<file path="config.mk">
export PLATFORM = sky130hd
export DESIGN_NAME = txt_ram_arbiter_flat
export DESIGN_NICKNAME = d
export VERILOG_FILES = /design/src/rtl/txt_ram_arbiter_if.sv /design/src/rtl/txt_ram_arbiter.sv /design/src/flat_wrapper.sv
export SDC_FILE = /design/constraint.sdc
export NUM_CORES = 1
export LEC_CHECK = 0
export CELL_PAD_IN_SITES_DETAIL_PLACEMENT = 0
export CELL_PAD_IN_SITES_GLOBAL_PLACEMENT = 2
export CORE_MARGIN = 5
export CORE_UTILIZATION = 25
export CTS_BUF_LIST = sky130_fd_sc_hd__clkbuf_2 sky130_fd_sc_hd__clkbuf_4 sky130_fd_sc_hd__clkbuf_8
export CTS_CLUSTER_SIZE = 16
export DETAILED_ROUTE_END_ITERATION = 10
export GPL_TIMING_DRIVEN = 0
export PLACE_DENSITY = 0.79
export SLEW_MARGIN = 25
export SYNTH_ARGS = -nofsm -noshare
export SYNTH_HDL_FRONTEND = slang
export SYNTH_SLANG_ARGS = --single-unit
</file>
<file path="constraint.sdc">
create_clock -name clk_sys -period 1.6 [get_ports clk_sys]
set_input_delay 0.32 -clock clk_sys [delete_from_list [all_inputs] [get_ports clk_sys]]
set_output_delay 0.32 -clock clk_sys [all_outputs]
set_load 0.05 [all_outputs]
</file>
<file path="src/rtl/txt_ram_arbiter_if.sv">
// Text-RAM arbiter bus bundle: 68k side, video fetch side and the BRAM port.
// master = surrounding system (decode, fetcher, BRAM), slave = arbiter.
interface txt_ram_arbiter_if #(
    parameter int unsigned AW = 12
);
    logic          txt_ram_cs;
    logic [AW-1:0] m68k_a;
    logic          m68k_rw;
    logic          m68k_lds_n;
    logic [7:0]    m68k_din;
    logic [15:0]   m68k_dout;
    logic          m68k_dtack_n;

    logic          vid_req;
    logic [AW-1:0] vid_addr;
    logic [7:0]    vid_data;
    logic          vid_valid;

    logic [AW-1:0] ram_addr;
    logic [7:0]    ram_din;
    logic          ram_we;
    logic [7:0]    ram_dout;

    modport master (
        output txt_ram_cs, m68k_a, m68k_rw, m68k_lds_n, m68k_din,
        output vid_req, vid_addr, ram_dout,
        input  m68k_dout, m68k_dtack_n, vid_data, vid_valid,
        input  ram_addr, ram_din, ram_we
    );

    modport slave (
        input  txt_ram_cs, m68k_a, m68k_rw, m68k_lds_n, m68k_din,
        input  vid_req, vid_addr, ram_dout,
        output m68k_dout, m68k_dtack_n, vid_data, vid_valid,
        output ram_addr, ram_din, ram_we
    );
endinterface

</file>
<file path="src/rtl/txt_ram_arbiter.sv">
// Single-port text RAM arbiter: video fetch priority, 68k starvation guard, DTACK.
// Optional TXT_ARB_STATS_EN adds cpu_wait_max / stats_clr (worst 68k wait).
module txt_ram_arbiter #(
    parameter int unsigned AW      = 12,
    parameter int unsigned RAM_LAT = 1,
    parameter int unsigned MAX_VID = 4
) (
    input  logic             clk_sys,
    input  logic             reset_n,
`ifdef TXT_ARB_STATS_EN
    input  logic             stats_clr,
    output logic [7:0]       cpu_wait_max,
`endif
    txt_ram_arbiter_if.slave bus
);
    localparam int unsigned SW = (MAX_VID < 1) ? 1 : $clog2(MAX_VID + 1);
    localparam int unsigned LW = 2;
    localparam logic [SW-1:0] STARVE_MAX = SW'(MAX_VID);
    localparam logic [LW-1:0] LAT_LAST   = LW'(RAM_LAT);

    typedef enum logic [2:0] {
        IDLE    = 3'd0,
        VID_RD  = 3'd1,
        CPU_RD  = 3'd2,
        CPU_WR  = 3'd3,
        CPU_ACK = 3'd4
    } state_t;

    state_t        r_state;
    logic          r_vid_pend;
    logic [AW-1:0] r_vid_addr;
    logic          r_cpu_served;
    logic [SW-1:0] r_starve;
    logic [LW-1:0] r_lat;
    logic [AW-1:0] r_ram_addr;
    logic [7:0]    r_ram_din;
    logic          r_ram_we;
    logic [15:0]   r_m68k_dout;
    logic          r_dtack_n;
    logic [7:0]    r_vid_data;
    logic          r_vid_valid;

    logic          w_cpu_pend;
    logic          w_vid_pend;
    logic [AW-1:0] w_vid_addr;
    logic          w_vid_win;
    logic          w_cpu_grant;

    // A request pulse arriving in IDLE is granted the same clock it is seen.
    assign w_cpu_pend  = bus.txt_ram_cs & ~r_cpu_served;
    assign w_vid_pend  = r_vid_pend | bus.vid_req;
    assign w_vid_addr  = bus.vid_req ? bus.vid_addr : r_vid_addr;
    assign w_vid_win   = (r_state == IDLE) && w_vid_pend &&
                         (!w_cpu_pend || (r_starve < STARVE_MAX));
    assign w_cpu_grant = (r_state == IDLE) && w_cpu_pend && !w_vid_win;

    assign bus.ram_addr     = r_ram_addr;
    assign bus.ram_din      = r_ram_din;
    assign bus.ram_we       = r_ram_we;
    assign bus.m68k_dout    = r_m68k_dout;
    assign bus.m68k_dtack_n = r_dtack_n;
    assign bus.vid_data     = r_vid_data;
    assign bus.vid_valid    = r_vid_valid;

    // Pending video fetch; a newer pulse replaces an ungranted address.
    always_ff @(posedge clk_sys) begin
        if (!reset_n) begin
            r_vid_pend <= 1'b0;
            r_vid_addr <= '0;
        end else if (w_vid_win) begin
            r_vid_pend <= 1'b0;
        end else if (bus.vid_req) begin
            r_vid_pend <= 1'b1;
            r_vid_addr <= bus.vid_addr;
        end
    end

    // One grant per 68k bus cycle; re-armed when the select drops.
    always_ff @(posedge clk_sys) begin
        if (!reset_n || !bus.txt_ram_cs) begin
            r_cpu_served <= 1'b0;
        end else if (w_cpu_grant) begin
            r_cpu_served <= 1'b1;
        end
    end

    always_ff @(posedge clk_sys) begin
        if (!reset_n) begin
            r_state     <= IDLE;
            r_starve    <= '0;
            r_lat       <= '0;
            r_ram_addr  <= '0;
            r_ram_din   <= 8'h00;
            r_ram_we    <= 1'b0;
            r_m68k_dout <= 16'hffff;
            r_dtack_n   <= 1'b1;
            r_vid_data  <= 8'h00;
            r_vid_valid <= 1'b0;
        end else begin
            r_ram_we    <= 1'b0;
            r_vid_valid <= 1'b0;
            case (r_state)
                IDLE: begin
                    r_lat <= '0;
                    if (w_vid_win) begin
                        r_state    <= VID_RD;
                        r_ram_addr <= w_vid_addr;
                        if (w_cpu_pend) begin
                            r_starve <= r_starve + SW'(1);
                        end
                    end else if (w_cpu_grant) begin
                        r_starve   <= '0;
                        r_ram_addr <= bus.m68k_a;
                        if (bus.m68k_rw) begin
                            r_state <= CPU_RD;
                        end else begin
                            r_state   <= CPU_WR;
                            r_ram_din <= bus.m68k_din;
                            r_ram_we  <= ~bus.m68k_lds_n;
                        end
                    end
                end
                VID_RD: begin
                    if (r_lat == LAT_LAST) begin
                        r_vid_data  <= bus.ram_dout;
                        r_vid_valid <= 1'b1;
                        r_state     <= IDLE;
                    end else begin
                        r_lat <= r_lat + LW'(1);
                    end
                end
                CPU_RD: begin
                    // DTACK goes out with the data unless the cycle was abandoned.
                    if (r_lat == LAT_LAST) begin
                        r_m68k_dout <= {8'hff, bus.ram_dout};
                        r_dtack_n   <= ~bus.txt_ram_cs;
                        r_state     <= CPU_ACK;
                    end else begin
                        r_lat <= r_lat + LW'(1);
                    end
                end
                CPU_WR: begin
                    r_state <= CPU_ACK;
                end
                CPU_ACK: begin
                    r_starve <= '0;
                    if (!bus.txt_ram_cs) begin
                        r_dtack_n <= 1'b1;
                        r_state   <= IDLE;
                    end else begin
                        r_dtack_n <= 1'b0;
                    end
                end
                default: begin
                    r_state <= IDLE;
                end
            endcase
        end
    end

`ifdef TXT_ARB_STATS_EN
    logic [7:0] r_wait_cnt;
    logic [7:0] r_wait_max;

    // Clocks a 68k request sat pending before its grant, worst case kept.
    always_ff @(posedge clk_sys) begin
        if (!reset_n) begin
            r_wait_cnt <= 8'h00;
            r_wait_max <= 8'h00;
        end else begin
            if (w_cpu_grant || !w_cpu_pend) begin
                r_wait_cnt <= 8'h00;
            end else if (r_wait_cnt != 8'hff) begin
                r_wait_cnt <= r_wait_cnt + 8'd1;
            end
            if (stats_clr) begin
                r_wait_max <= 8'h00;
            end else if (w_cpu_grant && (r_wait_cnt > r_wait_max)) begin
                r_wait_max <= r_wait_cnt;
            end
        end
    end

    assign cpu_wait_max = r_wait_max;
`endif
endmodule

</file>
<file path="src/flat_wrapper.sv">
// flat-port wrapper written by rule: the top's interface ports become plain ports
module txt_ram_arbiter_flat 
#(
    parameter int unsigned AW      = 12,
    parameter int unsigned RAM_LAT = 1,
    parameter int unsigned MAX_VID = 4
)
  (clk_sys, reset_n, bus_txt_ram_cs, bus_m68k_a, bus_m68k_rw, bus_m68k_lds_n, bus_m68k_din, bus_vid_req, bus_vid_addr, bus_ram_dout, bus_m68k_dout, bus_m68k_dtack_n, bus_vid_data, bus_vid_valid, bus_ram_addr, bus_ram_din, bus_ram_we);
  txt_ram_arbiter_if #(.AW(AW)) bus_i ();
  input  logic clk_sys;
  input  logic reset_n;
  input wire logic [$bits(bus_i.txt_ram_cs)-1:0] bus_txt_ram_cs;
  input wire logic [$bits(bus_i.m68k_a)-1:0] bus_m68k_a;
  input wire logic [$bits(bus_i.m68k_rw)-1:0] bus_m68k_rw;
  input wire logic [$bits(bus_i.m68k_lds_n)-1:0] bus_m68k_lds_n;
  input wire logic [$bits(bus_i.m68k_din)-1:0] bus_m68k_din;
  input wire logic [$bits(bus_i.vid_req)-1:0] bus_vid_req;
  input wire logic [$bits(bus_i.vid_addr)-1:0] bus_vid_addr;
  input wire logic [$bits(bus_i.ram_dout)-1:0] bus_ram_dout;
  output wire logic [$bits(bus_i.m68k_dout)-1:0] bus_m68k_dout;
  output wire logic [$bits(bus_i.m68k_dtack_n)-1:0] bus_m68k_dtack_n;
  output wire logic [$bits(bus_i.vid_data)-1:0] bus_vid_data;
  output wire logic [$bits(bus_i.vid_valid)-1:0] bus_vid_valid;
  output wire logic [$bits(bus_i.ram_addr)-1:0] bus_ram_addr;
  output wire logic [$bits(bus_i.ram_din)-1:0] bus_ram_din;
  output wire logic [$bits(bus_i.ram_we)-1:0] bus_ram_we;
  assign bus_i.txt_ram_cs = bus_txt_ram_cs;
  assign bus_i.m68k_a = bus_m68k_a;
  assign bus_i.m68k_rw = bus_m68k_rw;
  assign bus_i.m68k_lds_n = bus_m68k_lds_n;
  assign bus_i.m68k_din = bus_m68k_din;
  assign bus_i.vid_req = bus_vid_req;
  assign bus_i.vid_addr = bus_vid_addr;
  assign bus_i.ram_dout = bus_ram_dout;
  assign bus_m68k_dout = bus_i.m68k_dout;
  assign bus_m68k_dtack_n = bus_i.m68k_dtack_n;
  assign bus_vid_data = bus_i.vid_data;
  assign bus_vid_valid = bus_i.vid_valid;
  assign bus_ram_addr = bus_i.ram_addr;
  assign bus_ram_din = bus_i.ram_din;
  assign bus_ram_we = bus_i.ram_we;
  txt_ram_arbiter #(.AW(AW), .RAM_LAT(RAM_LAT), .MAX_VID(MAX_VID)) u_core (.clk_sys(clk_sys), .reset_n(reset_n), .bus(bus_i));
endmodule
</file>
==> run summary, run 1 <==
Outcome = finished clean
Clk Latency, worst-skew pair = 0.34 ns
Fmax = 0.650 GHz
Power Total = 4.58 mW
Sequential cell area = 0.00122 mm^2
Startpoint types = register
Peak VDD IR = 0.442 mV
Grt peak-use layer = met2
Critical-path cell list = dlygate4sd2_1
Clk buf depth = 2
DRT iter0 DRCs = 52
Yosys top cell area share = 0.450
Wire length of the first global-routing pass = 11600 um
CP arrival = 1.22 ns
Final period util = 0.962
Largest cells by area after synthesis = dfxtp_1, mux2i_1, nand2_1, o211a_1, a32o_1
Antenna diodes = 0
Synth Warn # = 0
Crit-path max cell delay = 0.54 ns
H-tree levels = 3
Worst clock skew = 0.00626 ns
Synthesized cell area = 0.00271 mm^2
Yosys cell types = 39
Hold_buf cts = 0
CP Capture Type = output pin
Crit path kind = reg2out
Worst slew margin = 0.660
Reg clk slew, reported paths = 0.07 ns
Syn Area/Cell = 9.69 um^2
Drt via density = 4.41
Initial antenna violation count = 0
CTS root buf = clkbuf_8
Cell count after placement = 511
Worst-Margin Slew = 0.513 ns
1st-pass router iterations = 4
Fraction of layout cells with a size suffix above 1 = 0.166
Final instance area = 0.00407 mm^2
Slowest cell on crit path = dlygate4sd2_1
Total gr overflow = 0
Multi-input gate area = 0.00137 mm^2
TritonCTS Sinks = 61
Max cap viols = 0
Non-filler instance count after layout = 532
# DRC = 0
Seq cells post-synth = 61
Largest net degree at the start of global routing = 11
Routability cong. = 0.719
Number of port buffers = 84
CTS tree = yes
Max Fanout on Critical Path = 2
Worst Path Required = 1.28 ns
Hold WC Path Type = in2reg
Top-Level Pins = 93
Cell taking the most area after synthesis = dfxtp_1
Routed Antenna Nets = 0
Seq/Total Area, Yosys = 0.450
Die area = 0.0130 mm^2
Finish-stage setup viols = 0
Area growth from synthesis to final layout = 50.0%
Initial Util = 0.253
WP buf/inv = 1
Final count of hold timing violations = 0
Vias = 2345
Die Span X = 114 um
Final-stage net count = 435
Post-layout min period = 1.54 ns
Drt wl/cell = 13.7 um
CORE AREA = 0.0107 mm^2
Met3 GRT Util = 0.0407
Placed cell areas = 0.00376 mm^2
Chip height = 114 um
Final Routed Wirelength = 7280 um
Total CTS buffers = 9
Core Rows = 38
Max Slew Vio Count = 0
Detail Placement HPWL = 5300 um
Final core utilization = 0.379
Global Route Usage Sum = 0.113
Post-Syn Instances = 280
Vias in the first global route = 2355
Top Family by Delay on Critical Path = buffers and inverters
Leak = 1.76 nW
Min Hold Slack = 0.443 ns
GR Layer Usage met1 = 0.138
Filler cell count = 1151
Power Dens Cells = 1130 mW/mm^2
RSZ-0062 raised after global routing = yes
Met2 Use GR = 0.183
==> repair_timing <==
item,4_1_cts,5_1_grt
gates cloned,0,2
pin swaps,1,2
setup endpoints to repair,82,44
resized for setup,51,19
buffers inserted,5,1
==> flip-flops by register name (all words and copies together) (netlist names) <==
signal and flops:
u_core.bus.m68k_dout 8, u_core.bus.m68k_dtack_n 1, u_core.bus.ram_addr 12, u_core.bus.ram_din 8, u_core.bus.ram_we 1, u_core.bus.vid_data 8, u_core.bus.vid_valid 1, u_core.r_cpu_served 1
u_core.r_lat 2, u_core.r_starve 3, u_core.r_state 3, u_core.r_vid_addr 12, u_core.r_vid_pend 1
==> cells by family after synthesis <==
kind of cell,after synthesis,share of synthesized area
simple gates,100,0.189
flops,61,0.450
mux,29,0.108
fa+ha+maj,4,0.0166
buf+inv,31,0.0687
compound gates,54,0.166
other cells,1,0.00138
==> synth_stat cells <==
| cell | n |
|---|---|
| nor4b_4 | 1 |
| nor3_4 | 1 |
| and3_1 | 2 |
| buf_2 | 7 |
| o32ai_1 | 1 |
| o2111a_1 | 1 |
| a31oi_1 | 1 |
| buf_6 | 2 |
| a211o_1 | 1 |
| dfxtp_1 | 61 |
| o2bb2ai_1 | 3 |
| or2_1 | 1 |
| ha_1 | 2 |
| nand2_1 | 51 |
| a21boi_0 | 12 |
| nand2b_1 | 12 |
| conb_1 | 1 |
| maj3_1 | 2 |
| nand3_2 | 1 |
| clkbuf_1 | 7 |
| inv_1 | 2 |
| mux2_2 | 3 |
| nor2b_1 | 13 |
| and2_1 | 3 |
| a22oi_1 | 2 |
| o221a_2 | 2 |
| nor2_1 | 10 |
| o21ai_0 | 6 |
| o211a_1 | 11 |
| buf_4 | 12 |
| nor3b_1 | 2 |
| clkbuf_2 | 1 |
| or3_4 | 1 |
| a21oi_1 | 2 |
| nand3_1 | 1 |
| a211oi_1 | 3 |
| nand3b_1 | 1 |
| a32o_1 | 9 |
| mux2i_1 | 26 |
==> path summary, 6_finish.rpt <==
kind / cells past startpoint / from / to / slack, ns
setup / recovery: 1 / u_core.bus.ram_addr[1]$_SDFFE_PN0P_ / bus_ram_addr[1] / 0.06
hold / removal: 2 / bus_txt_ram_cs / u_core.bus.m68k_dtack_n$_SDFFE_PN1P_ / 0.44
setup reg to reg: 7 / u_core.r_state[1]$_SDFFE_PN0P_ / u_core.bus.ram_din[2]$_SDFFE_PN0P_ / 0.10
hold reg to reg: 2 / u_core.bus.vid_data[1]$_SDFFE_PN0P_ / u_core.bus.vid_data[1]$_SDFFE_PN0P_ / 0.46
==> per-stage QoR <==
stage	setup WS, ns	setup TNS (ns)
final	0.0606	0
after global routing	-0.0245	-0.165
after CTS	-0.000687	-0.000687
after detailed placement	-0.553	-21.49
after global placement	-0.560	-21.15
after floorplan	0.0645	0
==> cell usage in the layout (no fill, tap or decap), types with 3 or more instances in the layout <==
master,instances
mux2_2,3
dfxtp_1,60
buf_4,17
buf_6,7
o211a_1,11
a211oi_1,3
conb_1,8
mux2i_1,26
clkbuf_1,3
a32o_1,9
nor2_1,10
dlygate4sd2_1,41
bufinv_16,3
nand2b_1,12
clkbuf_8,10
nor2b_1,13
clkdlybuf4s50_1,43
nand2_1,50
clkbuf_2,4
o2bb2ai_1,3
a21boi_0,12
o21ai_0,6
==> cell type report <==
cell class	count	share of cell area
clock inverter	4	0.0234
sequential	61	0.300
clock buffer	12	0.0375
inverter	2	0.00184
tap	140	0.0430
buffer	26	0.0495
multi-input combinational	195	0.336
timing repair buffer	92	0.209
==> per-layer routing <==
metal / wire length [um] / up-vias
met5: 0 / -
met4: 123 / 0
met3: 432 / 11
met2: 3520 / 59
met1: 3210 / 1108
li1: - / 1167
==> report_power, final <==
| group | switching (mW) | internal [mW] |
|---|---|---|
| clock | 0.602 | 1.11 |
| combinational | 0.669 | 0.483 |
| sequential | 0.0670 | 1.65 |
Note: power is estimated with default switching activity, not from simulation.
==> run 2, diff against run 1 <==
Settings changed: CTS_CLUSTER_DIAMETER set to 50.
==> results of run 2 <==
Same layout as run 1: the final DEF is identical, and so are final timing and power.
==> run 3, diff against run 2 <==
Settings changed: RECOVER_POWER set to 25.
==> run summary, run 3 (synthesis gave the netlist of run 1 again) <==
CTS tree = yes
Final-stage net count = 435
Die Span X = 114 um
Non-filler instance count after layout = 532
Top Family by Delay on Critical Path = buffers and inverters
TritonCTS Sinks = 61
Outcome = finished clean
Reg clk slew, reported paths = 0.07 ns
Post-layout min period = 1.54 ns
CP Capture Type = output pin
1st-pass router iterations = 4
Drt wl/cell = 13.7 um
Max Fanout on Critical Path = 2
Peak VDD IR = 0.441 mV
Clk pwr share = 0.374
Commonest cells after routing, fill and taps aside = dfxtp_1, nand2_1, clkdlybuf4s50_1
Die area = 0.0130 mm^2
Dpl ws = -0.553 ns
Area growth from synthesis to final layout = 50.0%
Number of port buffers = 84
Antenna diodes = 0
DRT iter0 DRCs = 54
Routed Antenna Nets = 0
WP buf/inv = 1
Switching part of the total power = 0.292
Final count of hold timing violations = 0
Final instance area = 0.00407 mm^2
Initial Util = 0.253
Startpoint types = register
Initial antenna violation count = 0
Detail Placement HPWL = 5300 um
Hold WC Path Type = in2reg
Cell count after placement = 511
Total gr overflow = 0
Final Routed Wirelength = 7290 um
Leak = 1.75 nW
Power Total = 4.58 mW
Most common cell after layout, fill and taps aside = dfxtp_1
Drt via density = 4.40
Critical-path cell list = dlygate4sd2_1
Final worst slack = 0.0605 ns
Largest net degree at the start of global routing = 11
Sequential cell area = 0.00122 mm^2
Slowest cell on crit path = dlygate4sd2_1
Max cap viols = 0
Fraction of layout cells with a size suffix above 1 = 0.166
Crit-path max cell delay = 0.54 ns
RSZ-0062 raised after global routing = yes
Clk Latency, worst-skew pair = 0.34 ns
Power Dens Cells = 1120 mW/mm^2
Routability cong. = 0.719
Top-Level Pins = 93
R2r setup slk = 0.10 ns
Chip height = 114 um
Worst Path Required = 1.28 ns
Multi-input gate area = 0.00137 mm^2
Sequential share of power = 0.375
CP arrival = 1.22 ns
Placed cell areas = 0.00376 mm^2
Fmax = 0.650 GHz
Max Slew Vio Count = 0
Hold_buf cts = 0
Worst slew margin = 0.660
CTS root buf = clkbuf_8
Total internal power = 3.24 mW
H-tree levels = 3
Wire length of the first global-routing pass = 11600 um
Filler cell count = 1151
Final period util = 0.962
Global Route Usage Sum = 0.113
Vias = 2339
Worst-Margin Slew = 0.513 ns
Worst clock skew = 0.00627 ns
Total CTS buffers = 9
Crit path kind = reg2out
# DRC = 0
CORE AREA = 0.0107 mm^2
Core Rows = 38
Finish-stage setup viols = 0
Switching power of the nets = 1.34 mW
Vias in the first global route = 2355
Logic pwr share = 0.251
Clk buf depth = 2
[run 3: cell count changes in the layout (fill, tap and decap cells not counted)]
| cell | delta |
|---|---|
| buf_2 | -1 |
| clkdlybuf4s50_1 | -1 |
| clkbuf_4 | +1 |
| and2_1 | -1 |
| buf_4 | -1 |
| and2_0 | +1 |
| dlygate4sd3_1 | +1 |
| clkbuf_2 | +1 |
[run 3: layer usage]
metal  track usage  up-vias  wire [um]
met5             0        -          0
met4        0.0451        0        123
met3        0.0407       11        424
met2         0.183       56       3500
met1         0.138     1103       3240
li1              -     1169          -
[run 3: timing repair]
item,in CTS,in global routing
setup endpoints to repair,82,44
pin swaps,1,2
gates cloned,0,2
resized for setup,51,19
buffers inserted,5,1
[run 3: layout make-up]
class	instances	area share
repair buffers	92	0.209
plain buffers	26	0.0495
multi-input cells	195	0.336
inverters	2	0.00184
well taps	140	0.0430
clock inverters	4	0.0234
flip-flops and latches	61	0.300
clock buffers	12	0.0375
[run 3: worst paths after layout]
kind,from,to,cells past startpoint
worst max-delay path,u_core.bus.ram_addr[1]$_SDFFE_PN0P_,bus_ram_addr[1],1
worst min-delay path,bus_txt_ram_cs,u_core.bus.m68k_dtack_n$_SDFFE_PN1P_,2
worst max register to register,u_core.r_state[1]$_SDFFE_PN0P_,u_core.bus.ram_din[2]$_SDFFE_PN0P_,7
worst min register to register,u_core.bus.vid_data[1]$_SDFFE_PN0P_,u_core.bus.vid_data[1]$_SDFFE_PN0P_,2
[run 3: metrics by stage]
step	hold slack [ns]	utilization	setup TNS (ns)
detailed placement	0.451	0.350	-21.49
global placement	0.446	0.350	-21.15
CTS	0.430	0.373	-0.000687
finish	0.441	0.379	0
floorplan	0.396	-	0
global route	0.455	0.379	-0.185
[run 3: power by group through the flow]
stage | registers, mW | clock network [mW] | logic [mW]
3_3_place_gp | 1.75 | 0 | 1.11
4_1_cts | 1.72 | 1.77 | 1.12
3_5_place_dp | 1.75 | 0 | 1.12
2_1_floorplan | 1.98 | 0 | 0.512
6_report | 1.72 | 1.71 | 1.15
5_1_grt | 1.73 | 1.83 | 1.25
